`config.mk`:
```
export PLATFORM = sky130hd
export DESIGN_NAME = reg_op_sequencer_flat
export DESIGN_NICKNAME = d
export VERILOG_FILES = /design/src/rtl/reg_ctrl_pkg.sv /design/src/rtl/reg_op_sequencer_if.sv /design/src/rtl/reg_op_sequencer.sv /design/src/flat_wrapper.sv
export SDC_FILE = /design/constraint.sdc
export NUM_CORES = 1
export LEC_CHECK = 0
export CORE_MARGIN = 1.5
export CORE_UTILIZATION = 48
export DETAILED_ROUTE_END_ITERATION = 12
export GPL_TIMING_DRIVEN = 0
export PLACE_DENSITY_LB_ADDON = 0.08
export SYNTH_ARGS = -nofsm -noshare
export SYNTH_HDL_FRONTEND = slang
export SYNTH_SLANG_ARGS = --single-unit
```
`constraint.sdc`:
```
create_clock -name clk -period 2.3 [get_ports clk]
set_input_delay 0.575 -clock clk [delete_from_list [all_inputs] [get_ports clk]]
set_output_delay 0.575 -clock clk [all_outputs]
set_load 0.01 [all_outputs]
```
`src/rtl/reg_ctrl_pkg.sv`:
```
// Shared encodings for the selectable-operation register and its command sequencer.
package reg_ctrl_pkg;

   localparam int unsigned DATA_W_DEF = 16;
   localparam int unsigned CNT_W_DEF  = 5;

   typedef enum logic [1:0] {
      OP_HOLD = 2'd0,
      OP_CPL  = 2'd1,
      OP_SHR  = 2'd2,
      OP_SHL  = 2'd3
   } op_e;

   typedef enum logic [1:0] {
      IDLE = 2'd0,
      RUN  = 2'd1,
      DONE = 2'd2
   } state_e;

endpackage

```
`src/rtl/reg_op_sequencer_if.sv`:
```
// Host-side command handshake and status bundle for reg_op_sequencer.
interface reg_op_sequencer_if #(
   parameter int unsigned DATA_W = 16,
   parameter int unsigned CNT_W  = 5
);
   logic              cmd_valid;
   logic              cmd_ready;
   logic [1:0]        cmd_op;
   logic [CNT_W-1:0]  cmd_count;
   logic [DATA_W-1:0] cmd_data;
   logic              cmd_rotate;
   logic              abort;
   logic              busy;
   logic              done;
   logic              aborted;

   modport master (
      output cmd_valid, cmd_op, cmd_count, cmd_data, cmd_rotate, abort,
      input  cmd_ready, busy, done, aborted
   );

   modport slave (
      input  cmd_valid, cmd_op, cmd_count, cmd_data, cmd_rotate, abort,
      output cmd_ready, busy, done, aborted
   );
endinterface

```
`src/rtl/reg_op_sequencer.sv`:
```
// Runs one register operation for cmd_count cycles per accepted command,
// feeding serial data or rotate feedback, then pulses done.
module reg_op_sequencer
   import reg_ctrl_pkg::*;
#(
   parameter int unsigned DATA_W = DATA_W_DEF,
   parameter int unsigned CNT_W  = CNT_W_DEF
) (
   input  logic                clk,
   input  logic                reset,
   reg_op_sequencer_if.slave   cmd,
   input  logic [3:0]          q_in,
   output logic [1:0]          s,
   output logic                shift_in_R,
   output logic                shift_in_L
);

   state_e            r_state;
   op_e               r_op;
   logic [CNT_W-1:0]  r_cnt;
   logic [DATA_W-1:0] r_data;
   logic              r_rot;
   logic              r_aborted;

   state_e            w_state_nxt;
   op_e               w_op_nxt;
   logic [CNT_W-1:0]  w_cnt_nxt;
   logic [DATA_W-1:0] w_data_nxt;
   logic              w_rot_nxt;
   logic              w_aborted_nxt;
   logic [CNT_W-1:0]  w_cnt_sat;
   logic              w_accept;
   logic              w_unused_q_mid;

   // Only q[3] and q[0] are needed for rotate feedback.
   assign w_unused_q_mid = ^q_in[2:1];

   assign w_cnt_sat = (cmd.cmd_count > CNT_W'(DATA_W)) ? CNT_W'(DATA_W) : cmd.cmd_count;
   assign w_accept  = (r_state == IDLE) && cmd.cmd_valid && !cmd.abort && !reset;

   always_ff @(posedge clk or posedge reset) begin
      if (reset) begin
         r_state   <= IDLE;
         r_op      <= OP_HOLD;
         r_cnt     <= '0;
         r_data    <= '0;
         r_rot     <= 1'b0;
         r_aborted <= 1'b0;
      end else begin
         r_state   <= w_state_nxt;
         r_op      <= w_op_nxt;
         r_cnt     <= w_cnt_nxt;
         r_data    <= w_data_nxt;
         r_rot     <= w_rot_nxt;
         r_aborted <= w_aborted_nxt;
      end
   end

   always_comb begin
      w_state_nxt   = r_state;
      w_op_nxt      = r_op;
      w_cnt_nxt     = r_cnt;
      w_data_nxt    = r_data;
      w_rot_nxt     = r_rot;
      w_aborted_nxt = r_aborted;
      s             = OP_HOLD;
      shift_in_R    = 1'b0;
      shift_in_L    = 1'b0;
      cmd.cmd_ready = 1'b0;
      cmd.busy      = 1'b0;
      cmd.done      = 1'b0;
      cmd.aborted   = 1'b0;

      case (r_state)
         IDLE: begin
            cmd.cmd_ready = !cmd.abort && !reset;
            if (w_accept) begin
               w_op_nxt      = op_e'(cmd.cmd_op);
               w_cnt_nxt     = w_cnt_sat;
               w_data_nxt    = cmd.cmd_data;
               w_rot_nxt     = cmd.cmd_rotate;
               w_aborted_nxt = 1'b0;
               w_state_nxt   = (w_cnt_sat == '0) ? DONE : RUN;
            end
         end
         RUN: begin
            cmd.busy = 1'b1;
            // Abort masks the register controls in the same cycle it arrives.
            if (cmd.abort) begin
               w_aborted_nxt = 1'b1;
               w_state_nxt   = DONE;
            end else begin
               s = r_op;
               case (r_op)
                  OP_SHR:  shift_in_R = r_rot ? q_in[0] : r_data[0];
                  OP_SHL:  shift_in_L = r_rot ? q_in[3] : r_data[0];
                  default: ;
               endcase
               w_cnt_nxt  = r_cnt - CNT_W'(1);
               w_data_nxt = r_data >> 1;
               if (r_cnt == CNT_W'(1)) w_state_nxt = DONE;
            end
         end
         DONE: begin
            cmd.busy    = 1'b1;
            cmd.done    = 1'b1;
            cmd.aborted = r_aborted;
            w_state_nxt = IDLE;
         end
         default: w_state_nxt = IDLE;
      endcase
   end

endmodule

```
`src/flat_wrapper.sv`:
```
// flat-port wrapper written by rule: the top's interface ports become plain ports
module reg_op_sequencer_flat import reg_ctrl_pkg::*;
#(
   parameter int unsigned DATA_W = DATA_W_DEF,
   parameter int unsigned CNT_W  = CNT_W_DEF
)
  (clk, reset, q_in, s, shift_in_R, shift_in_L, cmd_cmd_valid, cmd_cmd_op, cmd_cmd_count, cmd_cmd_data, cmd_cmd_rotate, cmd_abort, cmd_cmd_ready, cmd_busy, cmd_done, cmd_aborted);
  reg_op_sequencer_if #(.DATA_W(DATA_W), .CNT_W(CNT_W)) cmd_i ();
  input  logic clk;
  input  logic reset;
  input  logic [3:0] q_in;
  output logic [1:0] s;
  output logic shift_in_R;
  output logic shift_in_L;
  input wire logic [$bits(cmd_i.cmd_valid)-1:0] cmd_cmd_valid;
  input wire logic [$bits(cmd_i.cmd_op)-1:0] cmd_cmd_op;
  input wire logic [$bits(cmd_i.cmd_count)-1:0] cmd_cmd_count;
  input wire logic [$bits(cmd_i.cmd_data)-1:0] cmd_cmd_data;
  input wire logic [$bits(cmd_i.cmd_rotate)-1:0] cmd_cmd_rotate;
  input wire logic [$bits(cmd_i.abort)-1:0] cmd_abort;
  output wire logic [$bits(cmd_i.cmd_ready)-1:0] cmd_cmd_ready;
  output wire logic [$bits(cmd_i.busy)-1:0] cmd_busy;
  output wire logic [$bits(cmd_i.done)-1:0] cmd_done;
  output wire logic [$bits(cmd_i.aborted)-1:0] cmd_aborted;
  assign cmd_i.cmd_valid = cmd_cmd_valid;
  assign cmd_i.cmd_op = cmd_cmd_op;
  assign cmd_i.cmd_count = cmd_cmd_count;
  assign cmd_i.cmd_data = cmd_cmd_data;
  assign cmd_i.cmd_rotate = cmd_cmd_rotate;
  assign cmd_i.abort = cmd_abort;
  assign cmd_cmd_ready = cmd_i.cmd_ready;
  assign cmd_busy = cmd_i.busy;
  assign cmd_done = cmd_i.done;
  assign cmd_aborted = cmd_i.aborted;
  reg_op_sequencer #(.DATA_W(DATA_W), .CNT_W(CNT_W)) u_core (.clk(clk), .reset(reset), .cmd(cmd_i), .q_in(q_in), .s(s), .shift_in_R(shift_in_R), .shift_in_L(shift_in_L));
endmodule
```
# Yosys cells after proc, flatten, opt, wreduce, memory -nomap -nowiden
# Cells that the tools add are included.
[word_totals] input_bits=32 ff_bits=27
[classes] n_addsub=1 eq_ne=9 order_cmp=1 muxes=29 n_reduce_logical=14
[ops] operator="$mux 16" n=2
[ops] operator="$pmux 16 s2" n=1
[ops] operator="$mux 5" n=3
[ops] operator="$mux 1" n=14
[ops] operator="$mux 2" n=6
[ops] operator="$pmux 5 s2" n=1
[ops] operator="$eq 2x2->1 const B" n=3
[ops] operator="$reduce_and 3->1" n=2
[ops] operator="$eq 5x1->1 const B" n=1
[ops] operator="$gt 5x5->1 const B" n=1
[ops] operator="$logic_not 5->1" n=1
[ops] operator="$sub 5x1->5 const B" n=1
[ops] operator="$logic_and 1x1->1" n=4
[ops] operator="$ne 2x2->1 const B" n=2
[ops] operator="$pmux 2 s2" n=1
[ops] operator="$reduce_and 2->1" n=2
[ops] operator="$ne 3x2->1 const B" n=1
[ops] operator="$eq 2x1->1 const B" n=1
[ops] operator="$logic_not 1->1" n=2
[ops] operator="$logic_not 2->1" n=1
[ops] operator="$ne 2x1->1 const B" n=1
[ops] operator="$pmux 1 s2" n=1
[ops] operator="$reduce_bool 2->1" n=1
[ops] operator="$reduce_or 2->1" n=1

# Depth between registers and ports, before layout
[depth] depth_word=6 ltp_mapped=8 mapped_depth_nobuf=5

# Least setup slack after synthesis
# OpenSTA, ideal clock, no wires.
[synth_path] path_kind="reg2out" start="register u_core.r_state[1]" end="output shift_in_L" t_arrival_ns=1.214 path_stages_with_launch=6 setup_slack_ns=0.511 required_ns=1.725 cell_sequence="dfrtp_1 -> inv_1 -> ha_1 -> and2b_1 -> nand2_1 -> nor3b_1"
[synth_via] elab_chain_cells=2
[synth_rtl] element="start, declared" line_no="reg_op_sequencer.sv:18" source="state_e r_state;"
[synth_rtl] element="start signal, assigned" line_no="reg_op_sequencer.sv:50" source="r_state <= w_state_nxt;"
[synth_rtl] element="$eq 2x1->1" line_no="reg_op_sequencer.sv:74" source="case (r_state)"
[synth_rtl] element="$mux 1" line_no="reg_op_sequencer.sv:74"
[synth_rtl] element="end, declared" line_no="flat_wrapper.sv:14" source="output logic shift_in_L;"
# Every way passes these cells.

# Worst setup path in the final report
# Same ends and word-level chain as after synthesis.

==> metrics.csv <==
stage,metric,value,unit
die,Die ar.,3503,sq um
worst_setup_path,crit-path max FO,6,
yosys,"EDFF count, synth",0,
cts,clock buffer depth,2,
yosys,xor-xnor portion of the synthesized cell area,0,
yosys,Synth Area in Adders,0.04129,
worst_hold_path,hold path depth,1,
yosys,post-synthesis cell type count,31,
finish,share of cells above drive strength 1,0.1711,
yosys,"Seq/Total Area, Yosys",0.4459,
drt,Iteration-0 DRC Markers,68,
outcome,status,completed,
timing,worst hold slack,0.5455,ns
grt,total grt overflow,0,
die,die height,59.19,microns
finish,number of fill cells,257,
worst_setup_path,critical path required time,1.73,ns
pwr,power per cell area,1004,nW/um^2
yosys,post-synth design cell area,1515,sq um
finish,"commonest non-fill, non-tap cell in the layout",clkdlybuf4s50_1,
pwr,Combinational Power Share,0.464,
timing,fin crit period,2.229,ns
placement,hpwl dp,2.534,mm
worst_setup_path,Reg2Reg Depth,7,
cts,Sink Count,27,
die,FP Rows,20,
pwr,Pleak,0.8378,nW
finish,Area Overhead vs Synth,32.37,%
worst_hold_path,Worst Hold Launch,u_core.r_data[15],
placement,IO Port Bufs,37,
grt,gr busiest metal,met2,
drt,Vias/cell,5.537,
yosys,commonest register cell after synthesis,dfrtp_1,
die,Initial Util,0.5004,
finish,ANT cells,0,
timing,final setup fails,0,
worst_setup_path,"Arr. time, crit path",1.65,ns
job,max-cap viol count,0,
yosys,syn nets,180,
placement,global placement routability congestion,0.7659,
cts,"CTS clk-pin slew, worst paths",0.15,ns
cts,CTS tree,done,
yosys,Synth Area in Simple Gates,0.1470,
grt,vias in the first global route,1282,
grt,met3 usage,0.02402,
finish,register area,675.6,sq um
timing,max-slew violations,0,
grt,first-pass GRT wire length,5.885,mm
drt,wire per inst,15.10,microns
worst_hold_path,Hold Path Sink,u_core.r_data[15],
pwr,internal power,1.269,mW
cts,CTS root buffer,clkbuf_4,
yosys,Area contributors post-synth,"dfrtp_1, mux2i_1, nor3_1, a21oi_1, ha_1",
yosys,share of the synthesized area in the top cell type,0.4459,
worst_setup_path,class of the most critical setup path,register to output pin,
timing,normalized max-slew margin,0.2991,
grt,Global Route met2 Usage,0.3862,
drt,DRT Pass-1 Iters,4,
yosys,Cells after Synth,143,
pwr,peak supply drop,495.7,uV
timing,Max Clock Skew,0.001313,ns
finish,nets@finish,225,
yosys,multiplexer area fraction after synthesis,0.1544,
worst_setup_path,Worst R2R End,u_core.r_cnt[0],
pwr,part of the power in registers,0.433,
grt,GRT Resource Usage Total,0.2188,
timing,Max Fclk,448.6,MHz
cts,clk_lat worst skew,0.32,ns
drt,vias,1279,
yosys,post-synthesis compound-gate area fraction,0.1412,
timing,Worst-Margin Slew,1.050,ns
pwr,clock group share of total power,0.103,
worst_setup_path,Worst Setup SP,u_core.r_state[1],
yosys,Ys Warns,0,
worst_setup_path,flop-to-flop setup slack,0.47,ns
finish,multi-input combinational cell area,757.0,sq um
drt,# DRC,0,
yosys,asr flop ratio synth,1.000,
drt,antenna-violating nets left,0,
cts,CTS buffer count,3,
cts,htree depth,1,
grt,largest net degree at the start of global routing,28,
finish,"commonest cells after routing, fill and taps aside","clkdlybuf4s50_1, dfrtp_1, nor3_1, mux2i_1, a21oi_1",
cts,"Hold-fix buffers, CTS",0,
worst_setup_path,worst r2r src,u_core.r_state[1],
die,Placeable Area,3028,sq um
worst_hold_path,Worst Hold Class,register to register,
pwr,sw frac,0.3697,
grt,antenna violations before repair,0,
drt,WL final,3.489,mm
yosys,largest family of logic cells by synthesized area,multiplexers,
worst_setup_path,CP Capture Type,output pin,
placement,DP Area,1941,sq um
yosys,register bit total from synthesis,27,
yosys,mean post-synth cell area,10.60,sq um
pwr,NetSw,744.2,uW
worst_setup_path,crit start category,register,
die,die outline width,59.19,microns
timing,Tcrit/Tclk final,0.9692,
yosys,leading area contributor after synthesis,dfrtp_1,
grt,global routing usage on met1,0.2731,
finish,design area,2006,sq um
timing,count of final hold-check violations,0,
die,I/O pin cnt,40,
[critical path: stages, from the launching register on]
cell,delay [ns]
dfrtp_1,0.43
inv_2,0.10
ha_4,0.17
and2b_2,0.18
nand2_2,0.07
nor3b_2,0.15
clkdlybuf4s15_2,0.24
[power groups by stage]
stage / Sequential (mW) / Combinational [mW] / Clock [mW]
5_1_grt: 0.898 / 1.04 / 0.229
4_1_cts: 0.863 / 0.914 / 0.213
3_5_place_dp: 0.876 / 0.887 / 0
3_3_place_gp: 0.856 / 0.853 / 0
6_report: 0.871 / 0.934 / 0.208
2_1_floorplan: 0.825 / 0.655 / 0
[cells by family (layout without fill, tap and decap cells)]
| group | Yosys count | in the layout |
|---|---|---|
| fa+ha+maj | 5 | 5 |
| compound gates | 31 | 31 |
| flops | 27 | 27 |
| mux | 22 | 22 |
| simple gates | 39 | 39 |
| buf+inv | 19 | 63 |
[through the flow]
stage / setup slack (ns) / power (mW) / utilization / TNS, ns / std cells
after detailed placement: -0.5360 / 1.763 / 0.6409 / -2.062 / 224
after global placement: -0.5046 / 1.709 / 0.6409 / -1.867 / 224
after global routing: -0.0009291 / 2.165 / 0.6624 / -0.0009291 / 231
after floorplan: 0.5112 / 1.480 / - / 0 / 143
after CTS: 0.007423 / 1.990 / 0.6562 / 0 / 229
final: 0.07080 / 2.013 / 0.6624 / 0 / 231
[Yosys cell counts (2+ instances only)]
cell	number
dfrtp_1	27
nor3_1	19
mux2i_1	17
a21oi_1	15
inv_1	10
ha_1	5
buf_2	4
nor2_1	4
a22o_1	3
and2_1	3
buf_6	3
mux2_2	3
nand2_1	3
nor3b_1	3
o22ai_1	3
o2bb2ai_1	3
buf_4	2
mux2_4	2
nand2b_1	2
[registers in the layout, indices dropped and copies added (netlist names)]
register / cells
u_core.r_data: 16
u_core.r_cnt: 5
u_core.r_op: 2
u_core.r_state: 2
u_core.r_aborted: 1
u_core.r_rot: 1
[metal layers]
| layer | wire length (microns) | vias up | part of all wire |
|---|---|---|---|
| met1 | 1546 | 633 | 0.44 |
| met3 | 101 | 4 | 0.029 |
| met5 | 0 | - | 0 |
| li1 | - | 615 | - |
| met2 | 1803 | 27 | 0.52 |
| met4 | 38 | 0 | 0.011 |
[worst max path at each step]
stage | end | slack [ns] | cells after the start
floorplan | shift_in_L | 0.51 | 5
global placement | shift_in_L | -0.50 | 5
detailed placement | shift_in_L | -0.54 | 5
CTS | shift_in_L | 0.007 | 6
global route | shift_in_L | -0.0009 | 6
finish | shift_in_L | 0.07 | 6
[final cells by class]
type	instances	share of cell area
well taps	44	0.02745
flip-flops and latches	27	0.3369
clock buffers	3	0.01123
multi-input cells	97	0.3774
plain buffers	9	0.03431
clock inverters	1	0.002495
repair buffers	40	0.1915
inverters	10	0.01871
[timing repair]
action	in CTS	in global routing
gates resized for setup	13	8
pin swaps	0	1
setup buffers	1	2
endpoints found under the setup margin	5	5
(Power assumes the default switching activity.)
==> patch 1: new RTL, same flow settings <==
The 3 states of `state_e` get a one-hot encoding in 3 bits.
--- a/src/rtl/reg_ctrl_pkg.sv
+++ b/src/rtl/reg_ctrl_pkg.sv
@@ -12,8 +12,8 @@
    } op_e;
 
-   typedef enum logic [1:0] {
-      IDLE = 2'd0,
-      RUN  = 2'd1,
-      DONE = 2'd2
+   typedef enum logic [2:0] {
+      IDLE = 3'b001,
+      RUN  = 3'b010,
+      DONE = 3'b100
    } state_e;
 
Function: no difference found for any inputs over 10 cycles, from zero or initial values and one cycle with reset high; not proved beyond that.
==> patch 1 against the original RTL <==
Worst setup slack improved by 0.0017 ns. Area after synthesis rose by 6.0%. First-iteration DRC count fell by 35%. Sequential cell count up 1. Largest cell class unchanged. Register-to-register slack worse by 0.35 ns. Final area grew 8.5%. Sequential share of layout area shrank 1.3 points. Fmax is essentially flat. Wire length is 2.0% higher. Critical endpoint is now cmd_busy.
Power is not compared: it rests on default switching activity, and its combinational part moved more than twofold at a synthesized area within 25%.
==> patch 1: results <==
logic_synthesis:
  synthTopCellsByArea: "dfrtp_1, mux2_2, mux2_4"
  avgSynthCellArea_um2: 12.1
  synth_fp_nets: 167
  synthTopCellsByCount: "dfrtp_1, mux2_2, mux2_4"
  yosysSeqAreaShare_pct: 43.7
  yosysWarnings: 0
  synth_cell_types: 43
  synthArstFlopShare_pct: 100
worst_setup_path:
  slowest_stage: "dfrtp_2"
  crit_fanout: 10
  slowest_delay_ns: 0.47
  reg2reg_slack_ns: 0.12
  reg2reg_from: "u_core.r_state[0]"
  cpLargestDelayFamily: "flip-flops"
place:
  place_area_um2: 2030
  place_congestion: 0.834
  dp_cells: 214
  dp_hpwl_um: 2480
global_routing:
  grt_pass1_vias: 1304
  grt_first_pass_wirelength_um: 5730
  grt_util_all_layers_pct: 21.1
  grt_max_degree: 29
run_status:
  status: "complete, no violations"
clock_tree:
  cts_made_buffers: 3
  htreeDepth: 1
  clk_latency_ns: 0.33
  cts_root_buffer: "clkbuf_4"
layout:
  nNetsFinal: 217
  top_regs: "u_core.r_data: 16 flops, u_core.r_cnt: 5 flops, u_core.r_state: 3 flops"
  drive_gt1_share_pct: 36.3
  antenna_cells: 0
  nFillCells: 248
  layout.cells.non_filler: 226
route:
  wl_per_cell_um: 15.7
  via_per_inst: 5.50
  initialDrtViolationCount: 44
worst_hold_path:
  worstHoldStart: "u_core.r_data[14]"
sta:
  tightest_slew_ns: 1.06
  skew_ns: 0.00217
## patch 1: area by class of cell
cell class / instances / area (um2) / area share (%)
Tap cell: 44 / 55.1 / 2.53
Buffer: 5 / 53.8 / 2.47
Timing Repair Buffer: 46 / 420 / 19.3
Clock buffer: 4 / 36.3 / 1.67
Sequential cell: 28 / 704 / 32.4
Inverter: 5 / 18.8 / 0.862
Multi-Input combinational cell: 94 / 888 / 40.8
## patch 1: worst register-to-register path: cells and delay by family (launching register included)
| family | cells | cell delay, ns |
|---|---|---|
| mux | 1 | 0.36 |
| buf+inv | 4 | 0.73 |
| simple gates | 1 | 0.13 |
| flops | 1 | 0.58 |
| compound gates | 1 | 0.28 |
## patch 1: path summary, 6_finish.rpt
kind | cells past startpoint | to
setup / recovery | 5 | cmd_busy
hold / removal | 1 | u_core.r_data[14]
setup reg to reg | 7 | u_core.r_data[6]
hold reg to reg | 1 | u_core.r_data[14]
max in group asynchronous | 2 | u_core.r_state[1]
min in group asynchronous | 2 | u_core.r_cnt[0]
## patch 1: layer usage
layer | share of wire [%] | vias to the layer above | track usage [%] | wire length [um]
li1 | - | 589 | - | -
met1 | 41 | 606 | 23.7 | 1450
met2 | 54 | 41 | 40.1 | 1910
met3 | 4.0 | 7 | 2.77 | 144
met4 | 1.6 | 0 | 8.07 | 56
met5 | 0 | - | 0 | 0
## patch 1: per-stage QoR
step	setup WS (ns)	hold WS, ns
3_3_place_gp	-0.630	0.479
3_5_place_dp	-0.639	0.480
5_1_grt	0.00672	0.534
6_report	0.0725	0.508
4_1_cts	-0.0268	0.515
2_1_floorplan	0.371	0.454
## patch 1: cell families after synthesis
| group | Yosys count | share of synthesized area, % |
|---|---|---|
| muxes | 36 | 26.9 |
| and+or+nand+nor | 31 | 12.2 |
| DFF | 28 | 43.7 |
| AOI/OAI and AO/OA | 25 | 11.3 |
| buffers and inverters | 11 | 4.36 |
| adders and majority gates | 2 | 1.56 |
## patch 1: where the power goes
group	internal (W)	switching, W
Combinational	0.000185	0.000104
Clock	0.0000970	0.000143
Sequential	0.000594	0.0000700
Total	0.000877	0.000318
## patch 1: timing repair
| item | in CTS | in global routing |
|---|---|---|
| pin swaps | 0 | 1 |
| setup buffers | 9 | 0 |
| endpoints found under the setup margin | 8 | 14 |
| resized for setup | 27 | 10 |
==> patch 2: new RTL, same settings <==
Without the edit above. The package constant `DATA_W_DEF` goes from 16 to 12.
--- a/src/rtl/reg_ctrl_pkg.sv
+++ b/src/rtl/reg_ctrl_pkg.sv
@@ -2,5 +2,5 @@
 package reg_ctrl_pkg;
 
-   localparam int unsigned DATA_W_DEF = 16;
+   localparam int unsigned DATA_W_DEF = 12;
    localparam int unsigned CNT_W_DEF  = 5;
 
Ports: changed (resized cmd_cmd_data); port bits go from 40 to 36. The function was not compared with the original's and may differ.
==> patch 2 against the original RTL <==
Total power shrank 9.8%. Clock power shrank 7%. Global-route usage grew 0.28 points. First-iteration DRC count shrank 37%. Wire length shrank 7.2%. Final area shrank 10%. Area after synthesis shrank 12%. Worst setup slack lost 0.028 ns. Sequential cell count shrank 4.
==> patch 2: results <==
worst_setup_path:
  cp.arrival_ns: 1.68
  crit_fanout: 8
logic_synthesis:
  yosysWarnings: 0
  synthTopCellsByCount: "dfrtp_1, nor3_1, mux2i_1"
  yosys_most_used_dff: "dfrtp_1"
  synthTopCellsByArea: "dfrtp_1, mux2i_1, nor3_1"
  synth_cell_types: 31
  synth_fp_nets: 172
  avgSynthCellArea_um2: 9.55
  yosysSeqAreaShare_pct: 43.4
  synthArstFlopShare_pct: 100
layout:
  antenna_cells: 0
  nFillCells: 208
  drive_gt1_share_pct: 15.6
  layout.cells.non_filler: 210
  top_regs: "u_core.r_data: 12 flops, u_core.r_cnt: 5 flops"
place:
  dp_cells: 202
  place_congestion: 0.820
  place_area_um2: 1700
  pre_cts_ws_ns: -0.526
  dp_hpwl_um: 2330
  numPortBuffers: 33
global_routing:
  grt_first_pass_wirelength_um: 5450
  antenna_found_initial: 0
  grt_max_degree: 24
  grt_util_all_layers_pct: 22.2
  met3_usage_pct: 3.26
  use_met2_pct: 37.2
  grt.met1_usage_pct: 29.5
  grt_pass1_vias: 1152
sta:
  tightest_slew_ns: 0.884
  skew_ns: 0.00109
power_and_ir_drop:
  p_leak_nw: 0.810
  ir_worst_vdd_mv: 0.727
  power_density_nw_per_um2: 1010
route:
  met3_length_um: 150
  firstDrtPassIters: 4
  initialDrtViolationCount: 43
  wl_met2_um: 1590
  via_per_inst: 5.78
  wl_met1_um: 1450
  wl_um: 3240
clock_tree:
  clkTransAtPathRegs_ns: 0.13
  ctsLongestPathBuffers: 2
  clk_latency_ns: 0.31
run_status:
  status: "complete, no violations"
[patch 2: kinds of logic (layout without fill, tap and decap cells)]
family,after synthesis,after routing,share of synthesized area [%]
compound gates,28,28,14.0
flops,23,23,43.4
buf+inv,17,58,5.84
mux,15,15,11.4
fa+ha+maj,5,5,4.71
simple gates,51,51,20.7
[patch 2: timing repair]
item | 4_1_cts | 5_1_grt
endpoints found under the hold margin | 0 | 0
setup endpoints to repair | 5 | 5
buffers inserted | 2 | 2
gates resized for setup | 24 | 5
[patch 2: power breakdown]
part / switching [W] / internal [W] / total [W]
Clock: 0.000128 / 0.0000651 / 0.000193
Combinational: 0.000410 / 0.000455 / 0.000865
Sequential: 0.000157 / 0.000600 / 0.000757
[patch 2: worst max-delay path, stage by stage (launching register included)]
cell	delay, ns
dfrtp_1	0.42
inv_2	0.10
buf_4	0.13
ha_4	0.17
inv_1	0.08
nor3_1	0.20
clkdlybuf4s15_1	0.26
[patch 2: final timing paths]
check / start / endpoint / slack [ns] / cells past startpoint
hold / removal: u_core.r_op[1] / u_core.r_op[1] / 0.51 / 2
min in group asynchronous: reset / u_core.r_aborted / 0.86 / 2
setup reg to reg: u_core.r_state[1] / u_core.r_cnt[0] / 0.36 / 6
setup / recovery: u_core.r_state[1] / cmd_cmd_ready / 0.04 / 6
max in group asynchronous: reset / u_core.r_data[8] / 0.89 / 2
hold reg to reg: u_core.r_op[1] / u_core.r_op[1] / 0.51 / 2
[patch 2: area by class of cell]
cell class                 count  share of cell area [%]
buffer                         7                    2.78
clock buffer                   3                    1.25
clock inverter                 1                   0.278
inverter                      10                    2.09
multi-input combinational     99                    40.0
sequential                    23                    32.0
tap                           30                    2.09
timing repair buffer          37                    19.5
